[src/rtl/register_file_if.sv]
// rtl/register_file_if.sv - dispatcher read/rename and RoB commit bundle for the register file
interface register_file_if #(
  parameter int RoB_WIDTH = 3
);
  logic [4:0]           rs1;
  logic [4:0]           rs2;
  logic [31:0]          rs1_value;
  logic [31:0]          rs2_value;
  logic                 rs1_busy;
  logic                 rs2_busy;
  logic [RoB_WIDTH-1:0] rs1_tag;
  logic [RoB_WIDTH-1:0] rs2_tag;
  logic                 rename_en;
  logic [4:0]           rename_rd;
  logic [RoB_WIDTH-1:0] rename_tag;
  logic                 RF_update_en;
  logic [4:0]           RF_update_reg;
  logic [RoB_WIDTH-1:0] RF_update_index;
  logic [31:0]          RF_update_data;

  modport master (
    output rs1, rs2, rename_en, rename_rd, rename_tag,
           RF_update_en, RF_update_reg, RF_update_index, RF_update_data,
    input  rs1_value, rs2_value, rs1_busy, rs2_busy, rs1_tag, rs2_tag
  );

  modport slave (
    input  rs1, rs2, rename_en, rename_rd, rename_tag,
           RF_update_en, RF_update_reg, RF_update_index, RF_update_data,
    output rs1_value, rs2_value, rs1_busy, rs2_busy, rs1_tag, rs2_tag
  );
endinterface

[src/rtl/register_file.sv]
// rtl/register_file.sv - renamed architectural register file with RoB tags and commit bypass
module register_file #(
  parameter int RoB_WIDTH = 3,
  parameter int REG_NUM   = 32
) (
  input  logic           clk_in,
  input  logic           rst_in,
  input  logic           rdy_in,
  input  logic           flush,
  register_file_if.slave bus
);
  typedef logic [RoB_WIDTH-1:0] tag_t;

  logic [31:0]        value_q [REG_NUM];
  logic [31:0]        value_d [REG_NUM];
  logic [REG_NUM-1:0] busy_q;
  logic [REG_NUM-1:0] busy_d;
  tag_t               tag_q   [REG_NUM];
  tag_t               tag_d   [REG_NUM];

  logic commit_hit;
  logic rename_hit;
  logic rename_same_reg;

  assign commit_hit      = bus.RF_update_en && (bus.RF_update_reg != 5'd0);
  assign rename_hit      = bus.rename_en && (bus.rename_rd != 5'd0) && !flush;
  assign rename_same_reg = bus.rename_en && (bus.rename_rd == bus.RF_update_reg);

  always_comb begin
    value_d = value_q;
    busy_d  = busy_q;
    tag_d   = tag_q;
    if (rdy_in) begin
      if (commit_hit) begin
        value_d[bus.RF_update_reg] = bus.RF_update_data;
        // A newer rename of the same register keeps it waiting on the newer tag.
        if ((tag_q[bus.RF_update_reg] == bus.RF_update_index) && !rename_same_reg) begin
          busy_d[bus.RF_update_reg] = 1'b0;
        end
      end
      if (rename_hit) begin
        busy_d[bus.rename_rd] = 1'b1;
        tag_d[bus.rename_rd]  = bus.rename_tag;
      end
      if (flush) begin
        busy_d = '0;
        for (int i = 0; i < REG_NUM; i++) begin
          tag_d[i] = '0;
        end
      end
    end
  end

  always_ff @(posedge clk_in) begin
    if (rst_in) begin
      busy_q <= '0;
      for (int i = 0; i < REG_NUM; i++) begin
        value_q[i] <= '0;
        tag_q[i]   <= '0;
      end
    end else begin
      value_q <= value_d;
      busy_q  <= busy_d;
      tag_q   <= tag_d;
    end
  end

  // Reads see pre-edge state only, so a same-cycle rename never shows up here.
  always_comb begin
    bus.rs1_value = value_q[bus.rs1];
    bus.rs1_busy  = busy_q[bus.rs1];
    bus.rs1_tag   = tag_q[bus.rs1];
    if (bus.rs1 == 5'd0) begin
      bus.rs1_value = '0;
      bus.rs1_busy  = 1'b0;
      bus.rs1_tag   = '0;
    end else if (bus.RF_update_en && (bus.RF_update_reg == bus.rs1) && busy_q[bus.rs1]
                 && (tag_q[bus.rs1] == bus.RF_update_index)) begin
      bus.rs1_value = bus.RF_update_data;
      bus.rs1_busy  = 1'b0;
    end
  end

  always_comb begin
    bus.rs2_value = value_q[bus.rs2];
    bus.rs2_busy  = busy_q[bus.rs2];
    bus.rs2_tag   = tag_q[bus.rs2];
    if (bus.rs2 == 5'd0) begin
      bus.rs2_value = '0;
      bus.rs2_busy  = 1'b0;
      bus.rs2_tag   = '0;
    end else if (bus.RF_update_en && (bus.RF_update_reg == bus.rs2) && busy_q[bus.rs2]
                 && (tag_q[bus.rs2] == bus.RF_update_index)) begin
      bus.rs2_value = bus.RF_update_data;
      bus.rs2_busy  = 1'b0;
    end
  end
endmodule

[src/flat_wrapper.sv]
// flat-port wrapper written by rule: the top's interface ports become plain ports
module register_file_flat 
#(
  parameter int RoB_WIDTH = 3,
  parameter int REG_NUM   = 32
)
  (clk_in, rst_in, rdy_in, flush, bus_rs1, bus_rs2, bus_rename_en, bus_rename_rd, bus_rename_tag, bus_RF_update_en, bus_RF_update_reg, bus_RF_update_index, bus_RF_update_data, bus_rs1_value, bus_rs2_value, bus_rs1_busy, bus_rs2_busy, bus_rs1_tag, bus_rs2_tag);
  register_file_if #(.RoB_WIDTH(RoB_WIDTH)) bus_i ();
  input  logic clk_in;
  input  logic rst_in;
  input  logic rdy_in;
  input  logic flush;
  input wire logic [$bits(bus_i.rs1)-1:0] bus_rs1;
  input wire logic [$bits(bus_i.rs2)-1:0] bus_rs2;
  input wire logic [$bits(bus_i.rename_en)-1:0] bus_rename_en;
  input wire logic [$bits(bus_i.rename_rd)-1:0] bus_rename_rd;
  input wire logic [$bits(bus_i.rename_tag)-1:0] bus_rename_tag;
  input wire logic [$bits(bus_i.RF_update_en)-1:0] bus_RF_update_en;
  input wire logic [$bits(bus_i.RF_update_reg)-1:0] bus_RF_update_reg;
  input wire logic [$bits(bus_i.RF_update_index)-1:0] bus_RF_update_index;
  input wire logic [$bits(bus_i.RF_update_data)-1:0] bus_RF_update_data;
  output wire logic [$bits(bus_i.rs1_value)-1:0] bus_rs1_value;
  output wire logic [$bits(bus_i.rs2_value)-1:0] bus_rs2_value;
  output wire logic [$bits(bus_i.rs1_busy)-1:0] bus_rs1_busy;
  output wire logic [$bits(bus_i.rs2_busy)-1:0] bus_rs2_busy;
  output wire logic [$bits(bus_i.rs1_tag)-1:0] bus_rs1_tag;
  output wire logic [$bits(bus_i.rs2_tag)-1:0] bus_rs2_tag;
  assign bus_i.rs1 = bus_rs1;
  assign bus_i.rs2 = bus_rs2;
  assign bus_i.rename_en = bus_rename_en;
  assign bus_i.rename_rd = bus_rename_rd;
  assign bus_i.rename_tag = bus_rename_tag;
  assign bus_i.RF_update_en = bus_RF_update_en;
  assign bus_i.RF_update_reg = bus_RF_update_reg;
  assign bus_i.RF_update_index = bus_RF_update_index;
  assign bus_i.RF_update_data = bus_RF_update_data;
  assign bus_rs1_value = bus_i.rs1_value;
  assign bus_rs2_value = bus_i.rs2_value;
  assign bus_rs1_busy = bus_i.rs1_busy;
  assign bus_rs2_busy = bus_i.rs2_busy;
  assign bus_rs1_tag = bus_i.rs1_tag;
  assign bus_rs2_tag = bus_i.rs2_tag;
  register_file #(.RoB_WIDTH(RoB_WIDTH), .REG_NUM(REG_NUM)) u_core (.clk_in(clk_in), .rst_in(rst_in), .rdy_in(rdy_in), .flush(flush), .bus(bus_i));
endmodule
[config.mk]
export PLATFORM = sky130hd
export DESIGN_NAME = register_file_flat
export DESIGN_NICKNAME = d
export VERILOG_FILES = /design/src/rtl/register_file_if.sv /design/src/rtl/register_file.sv /design/src/flat_wrapper.sv
export SDC_FILE = /design/constraint.sdc
export NUM_CORES = 2
export LEC_CHECK = 0
export CAP_MARGIN = 20
export CORE_UTILIZATION = 41
export CTS_BUF_LIST = sky130_fd_sc_hd__clkbuf_4
export CTS_CLUSTER_DIAMETER = 40
export DETAILED_ROUTE_END_ITERATION = 6
export GPL_TIMING_DRIVEN = 0
export PLACE_DENSITY = 0.59
export SLEW_MARGIN = 20
export SYNTH_ARGS = -nofsm -noshare
export SYNTH_HDL_FRONTEND = slang
export SYNTH_SLANG_ARGS = --single-unit
[constraint.sdc]
create_clock -name clk_in -period 4.3 [get_ports clk_in]
set_clock_uncertainty 0.15 [all_clocks]
set_input_delay 0.645 -clock clk_in [delete_from_list [all_inputs] [get_ports clk_in]]
set_output_delay 0.645 -clock clk_in [all_outputs]
set_load 0.02 [all_outputs]
# == After elaboration in Yosys (flattened, before gate mapping) ==
# Index checks and enable logic that the tools add are counted.
# word_totals
ff_bits,1152
input_bits,64
# op_classes
order_cmp,12
n_eq_ne,6
n_mux,46
bitwise,7
n_reduce_logical,24
# ops
op,n
$bwmux W1024,1
$mux W32,14
$bmux W32 S5,2
$mux W96,2
$demux W32 S5,1
$bwmux W96,1
$bmux W3 S5,3
$and A32 B32 Y32,1
$not A32 Y32,1
$or A32 B32 Y32,1
$mux W3,9
$ge A6 B6 Y1 const B,4
$lt A5 B6 Y1 const B,4
$not A5 Y6,4
$demux W3 S5,1
$eq A5 B5 Y1,3
$logic_and A1 B1 Y1,15
$lt A6 B1 Y1 const B,2
$bmux W1 S5,2
$demux W1 S5,2
$ge A5 B1 Y1 const B,2
$logic_not A5 Y1,2
$reduce_bool A5 Y1,2
$eq A3 B3 Y1,3
4 further kinds,13

# == Logic depth before layout (Yosys ltp) ==
# logic_depth
depth_word,12
depth_mapped,12
mapped_depth_nobuf,7

# == Worst setup path before layout ==
# Ideal clock, no wire load.
# synth_path
path_type,input to output
startpoint,input bus_rs1[1]
endpoint,output bus_rs1_value[12]
t_arrival_ns,3.528
t_required_ns,3.505
setup_slack_ns,-0.023
path_stages,11
n_path_buf,7
path_cell_list,buf_2 > buf_2 > buf_2 > buf_2 > buf_2 > buf_2 > clkbuf_1 > mux4_2 > mux4_2 > o211ai_1 > mux2i_1
# synth_between
elab_chain_len,8
word_cells_on_any_way,17
cone_classes,eq/ne: 2; mux: 10; bitwise: 1; reduce/logical: 4
# synth_rtl
item,line_no,text
"start, declared",flat_wrapper.sv:13,input wire logic [$bits(bus_i.rs1)-1:0] bus_rs1;
$not A5 Y6 (not written as such),"register_file.sv:70, register_file.sv:78",
$bmux W3 S5,register_file.sv:78,&& (tag_q[bus.rs1] == bus.RF_update_index)) begin
$mux W3 (not written as such) (2 in series),register_file.sv:78,
$eq A3 B3 Y1,register_file.sv:78,
$logic_and A1 B1 Y1,register_file.sv:78,
$mux W32,register_file.sv:77,end else if (bus.RF_update_en && (bus.RF_update_reg == bus.rs1) && busy_q[bus.rs1]
$mux W32 (*),register_file.sv:73,if (bus.rs1 == 5'd0) begin
"end, declared",flat_wrapper.sv:22,output wire logic [$bits(bus_i.rs1_value)-1:0] bus_rs1_value;
# Mark *: on every way between the ends. The rest lies on a longest branch, timed or not. The select of a mux whose other input is x is not followed.

# == Final worst setup path ==
# layout_path
startpoint,input bus_rs2[1]
endpoint,output bus_rs2_value[26]
# layout_between
elab_chain_len,8
word_cells_on_any_way,17
cone_classes,eq/ne: 2; mux: 10; bitwise: 1; reduce/logical: 4
# layout_rtl
item,line_no,text
"start, declared",flat_wrapper.sv:14,input wire logic [$bits(bus_i.rs2)-1:0] bus_rs2;
$not A5 Y6 (not written as such),"register_file.sv:85, register_file.sv:93",
$bmux W3 S5,register_file.sv:93,&& (tag_q[bus.rs2] == bus.RF_update_index)) begin
$mux W3 (not written as such) (2 in series),register_file.sv:93,
$eq A3 B3 Y1,register_file.sv:93,
$logic_and A1 B1 Y1,register_file.sv:93,
$mux W32,register_file.sv:92,end else if (bus.RF_update_en && (bus.RF_update_reg == bus.rs2) && busy_q[bus.rs2]
$mux W32 (*),register_file.sv:88,if (bus.rs2 == 5'd0) begin
"end, declared",flat_wrapper.sv:23,output wire logic [$bits(bus_i.rs2_value)-1:0] bus_rs2_value;
# Marked as above.

==> results.sh <==
export IMPL_status="complete, but fails checks"
export IMPL_failed_checks="setup timing"
export IMPL_fin_cells=9229
export IMPL_p_switching_uw=6760
export IMPL_end_kind="primary output"
export IMPL_min_path_type="primary input to flip-flop"
export IMPL_use_met2_pct=50.2
export IMPL_netlist_instances=6554
export IMPL_grt_setup_unrepaired="true"
export IMPL_max_freq_mhz=179
export IMPL_top_level_ports=136
export IMPL_routabilityCongestion=1.02
export IMPL_drt_iter0_markers=7634
export IMPL_slew_violations=0
export IMPL_drive_above_1_share_pct=22.3
export IMPL_grt_overflow_total=0
export IMPL_drc=0
export IMPL_yosys_most_used_dff="dfxtp_1"
export IMPL_synth_seq_cells=1152
export IMPL_dieArea_um2=149000
export IMPL_worstSetupPathType="primary input to primary output"
export IMPL_clock_power_share_pct=44.0
export IMPL_dp_slack_ns=-3.41
export IMPL_synth_simple_area_share_pct=16.8
export IMPL_ir_drop_mv=0.302
export IMPL_viasPerCell=6.13
export IMPL_top_usage_layer="met2"
export IMPL_num_rows=140
export IMPL_startpoint="bus_rs2[1]"
export IMPL_grt_util_met1_pct=46.8
export IMPL_die_height_um=386
export IMPL_firstDrtPassIters=7
export IMPL_clock_sinks=1152
export IMPL_grtUsageMet3_pct=11.6
export IMPL_pwr_share_seq_pct=45.9
export IMPL_grt_start_max_net_pins=17
export IMPL_required_ns=3.50
export IMPL_synth_xor_area_share_pct=0.289
export IMPL_arrival_ns=4.80
export IMPL_yosysSeqAreaShare_pct=38.1
export IMPL_antenna_found_initial=12
export IMPL_postLayoutSetupSlackWorst_ns=-1.29
export IMPL_power_density_nw_per_um2=333
export IMPL_cp_endpoint="bus_rs2_value[26]"
export IMPL_power_share_switching_pct=28.9
export IMPL_finalPower_uw=23400
export IMPL_combPwrFrac_pct=10.2
export IMPL_nets=7142
export IMPL_rrSetupSlack_ns=0.80
export IMPL_htreeDepth=5
export IMPL_fp_dieW_um=386
export IMPL_areaGrowthSynthToFinish_pct=16.1
export IMPL_internal_power_uw=16700
export IMPL_coreArea_um2=146000
export IMPL_clkTransAtPathRegs_ns=0.06
export IMPL_syn_area_per_cell_um2=9.24
export IMPL_area_sequential_um2=23100
export IMPL_cts_path_max_buffers=4
export IMPL_tightest_slew_ns=1.18
export IMPL_num_vias=56500
export IMPL_grt_use_total_pct=34.4
export IMPL_cts_tree="done"
export IMPL_rr_worst_depth=7
export IMPL_clk_latency_ns=1.31
export IMPL_synth_top_family_by_area="multiplexers"
export IMPL_nFillCells=14100
export IMPL_setup_tns_ns=-73.10
export IMPL_period_needed_ns=5.59
export IMPL_start_util_pct=41.5
export IMPL_drv_cap=0
export IMPL_yosysWarnings=0
export IMPL_holdWs_ns=0.0984
export IMPL_setup_viol=69
export IMPL_regToRegEndpoint="u_core.busy_q[17]"
export IMPL_place_inst=8571
export IMPL_fin_crit_sh_pct=130
export IMPL_antenna_left=0
export IMPL_max_slew_margin_pct=20.9
export IMPL_wl_per_cell_um=28.2
export IMPL_synth_nets=6618
export IMPL_drt_total_wl_um=260000
export IMPL_synthAdderAreaFrac_pct=0
export IMPL_cts_root_buf="clkbuf_4"
export IMPL_synth_compound_area_share_pct=11.9
export IMPL_start_kind="primary input"
export IMPL_dpl_hpwl_um=204000
export IMPL_numPortBuffers=94
export IMPL_synth_area_um2=60600
export IMPL_cts_buffers=342
export IMPL_p_leak_uw=0.0229
export IMPL_finalHoldViolCount=0
export IMPL_yosysUniqueCellTypes=69
export IMPL_grt_pass1_wl_um=369000
export IMPL_critPathMaxFanout=10
export IMPL_multiInputGateArea_um2=35400
export IMPL_synth_edf_count=0
export IMPL_grt_pass1_vias=53600
export IMPL_muxShareOfSynthArea_pct=28.2
export IMPL_synth_async_reset_ratio_pct=0
export IMPL_rr_startpoint="u_core.tag_q[58]"
==> flip-flops by register name, summed over array words and instances (netlist names) <==
name / flops
u_core.value_q: 1024
u_core.tag_q: 96
u_core.busy_q: 32
==> metrics by stage <==
step / cell area (µm²) / util (%)
after floorplan: 60600 / -
after global placement: 63900 / 43.8
after detailed placement: 64000 / 43.8
after CTS: 70100 / 48.0
after global routing: 70300 / 48.1
final: 70300 / 48.1
==> how the worst min path moves through the flow <==
stage	slack, ns	depth (start not counted)	to	startpoint
after floorplan	0.29	2	u_core.value_q[160]	u_core.value_q[160]
after global placement	0.30	2	u_core.value_q[417]	u_core.value_q[417]
after detailed placement	0.31	2	u_core.value_q[794]	u_core.value_q[794]
after CTS	0.02	4	u_core.value_q[971]	bus_RF_update_data[11]
after global routing	0.09	4	u_core.value_q[981]	bus_RF_update_data[21]
final	0.1	4	u_core.value_q[971]	bus_RF_update_data[11]
==> cell usage after synthesis, types with 8 or more instances <==
library cell  instances  area (µm²)
nand2_1            2117        7950
dfxtp_1            1152       23100
a21oi_1            1048        5250
mux4_2              692       15600
clkbuf_1            520        1950
nor2_1              186         698
mux2i_1             132        1320
a22oi_1              94         706
nand2b_1             74         463
buf_1                73         274
buf_2                72         360
o211ai_1             69         518
nor2b_1              45         282
o22ai_1              26         163
nor3_1               18        90.1
nor4_1               14        87.6
or2_2                14        87.6
xor2_1               14         123
nand3_1              12        60.1
and2_1               11        68.8
buf_6                11         124
mux2_2               11         124
nand4_1              10        62.6
clkbuf_2              9        45.0
o21a_1                9        67.6
o311a_1               9        90.1
a311oi_1              8        70.1
==> cell type report <==
type                    instances  area share (%)
diodes                          8          0.0285
flip-flops and latches       1152            32.8
well taps                    1917            3.41
clock buffers                 480            5.13
plain buffers                 690            4.76
repair buffers                181            2.79
clock inverters                90           0.587
inverters                       6          0.0320
multi-input cells            4705            50.4
==> placed cells by master (no fill, tap or decap), types with 14 or more instances in the layout <==
cell and n:
o22ai_1 26, dfxtp_1 1137, buf_2 45, buf_4 64, clkdlybuf4s50_1 20, clkinv_1 70, clkbuf_1 479, buf_12 14
buf_1 23, mux2i_4 51, nand2b_1 74, a21oi_1 1048, nor2b_1 45, mux2i_1 74, nand2_1 2117, clkbuf_4 500
or2_2 14, o211ai_1 69, dlygate4sd3_1 38, mux4_2 692, nor3_1 17, a22oi_1 94, buf_6 99, clkinv_2 15
clkbuf_2 38, nor2_1 180
==> power groups by stage <==
stage	clock, µW	combinational [µW]	sequential (µW)
6_report	10300	2380	10700
4_1_cts	10400	2280	10700
5_1_grt	11000	2430	10700
3_3_place_gp	0	2130	11000
3_5_place_dp	0	2140	11000
2_1_floorplan	0	1250	11000
==> routing by layer <==
layer	share of wire, %	up-vias	routed length [µm]
li1	-	24400	-
met5	0	-	0
met4	3.9	0	10200
met1	39	27800	103000
met2	43	3723	111000
met3	14	572	36500
==> kinds of logic after synthesis <==
group | count (synthesis)
AOI/OAI and AO/OA | 1308
xor gates and xnor gates | 20
buffers and inverters | 697
muxes | 837
DFF | 1152
and+or+nand+nor | 2540
==> worst max-delay path, stage by stage <==
cell and delay, ns:
dlygate4sd2_1 0.40, buf_6 0.25, buf_6 0.22, buf_4 0.28, buf_6 0.24, clkbuf_4 0.32, clkbuf_4 0.35, buf_4 0.35
mux4_2 0.40, mux4_2 0.56, o211ai_1 0.35, mux2i_4 0.20, buf_6 0.18
==> what timing repair did <==
item | in CTS | in global routing
pin swaps | 12 | 6
hold endpoints to repair | 862 | 0
buffers inserted | 32 | 15
endpoints found under the setup margin | 72 | 144
cloned | 2 | 0
hold buffers | 38 | 0
resized for setup | 776 | 72
No activity file was read; power rests on OpenSTA's default activity.
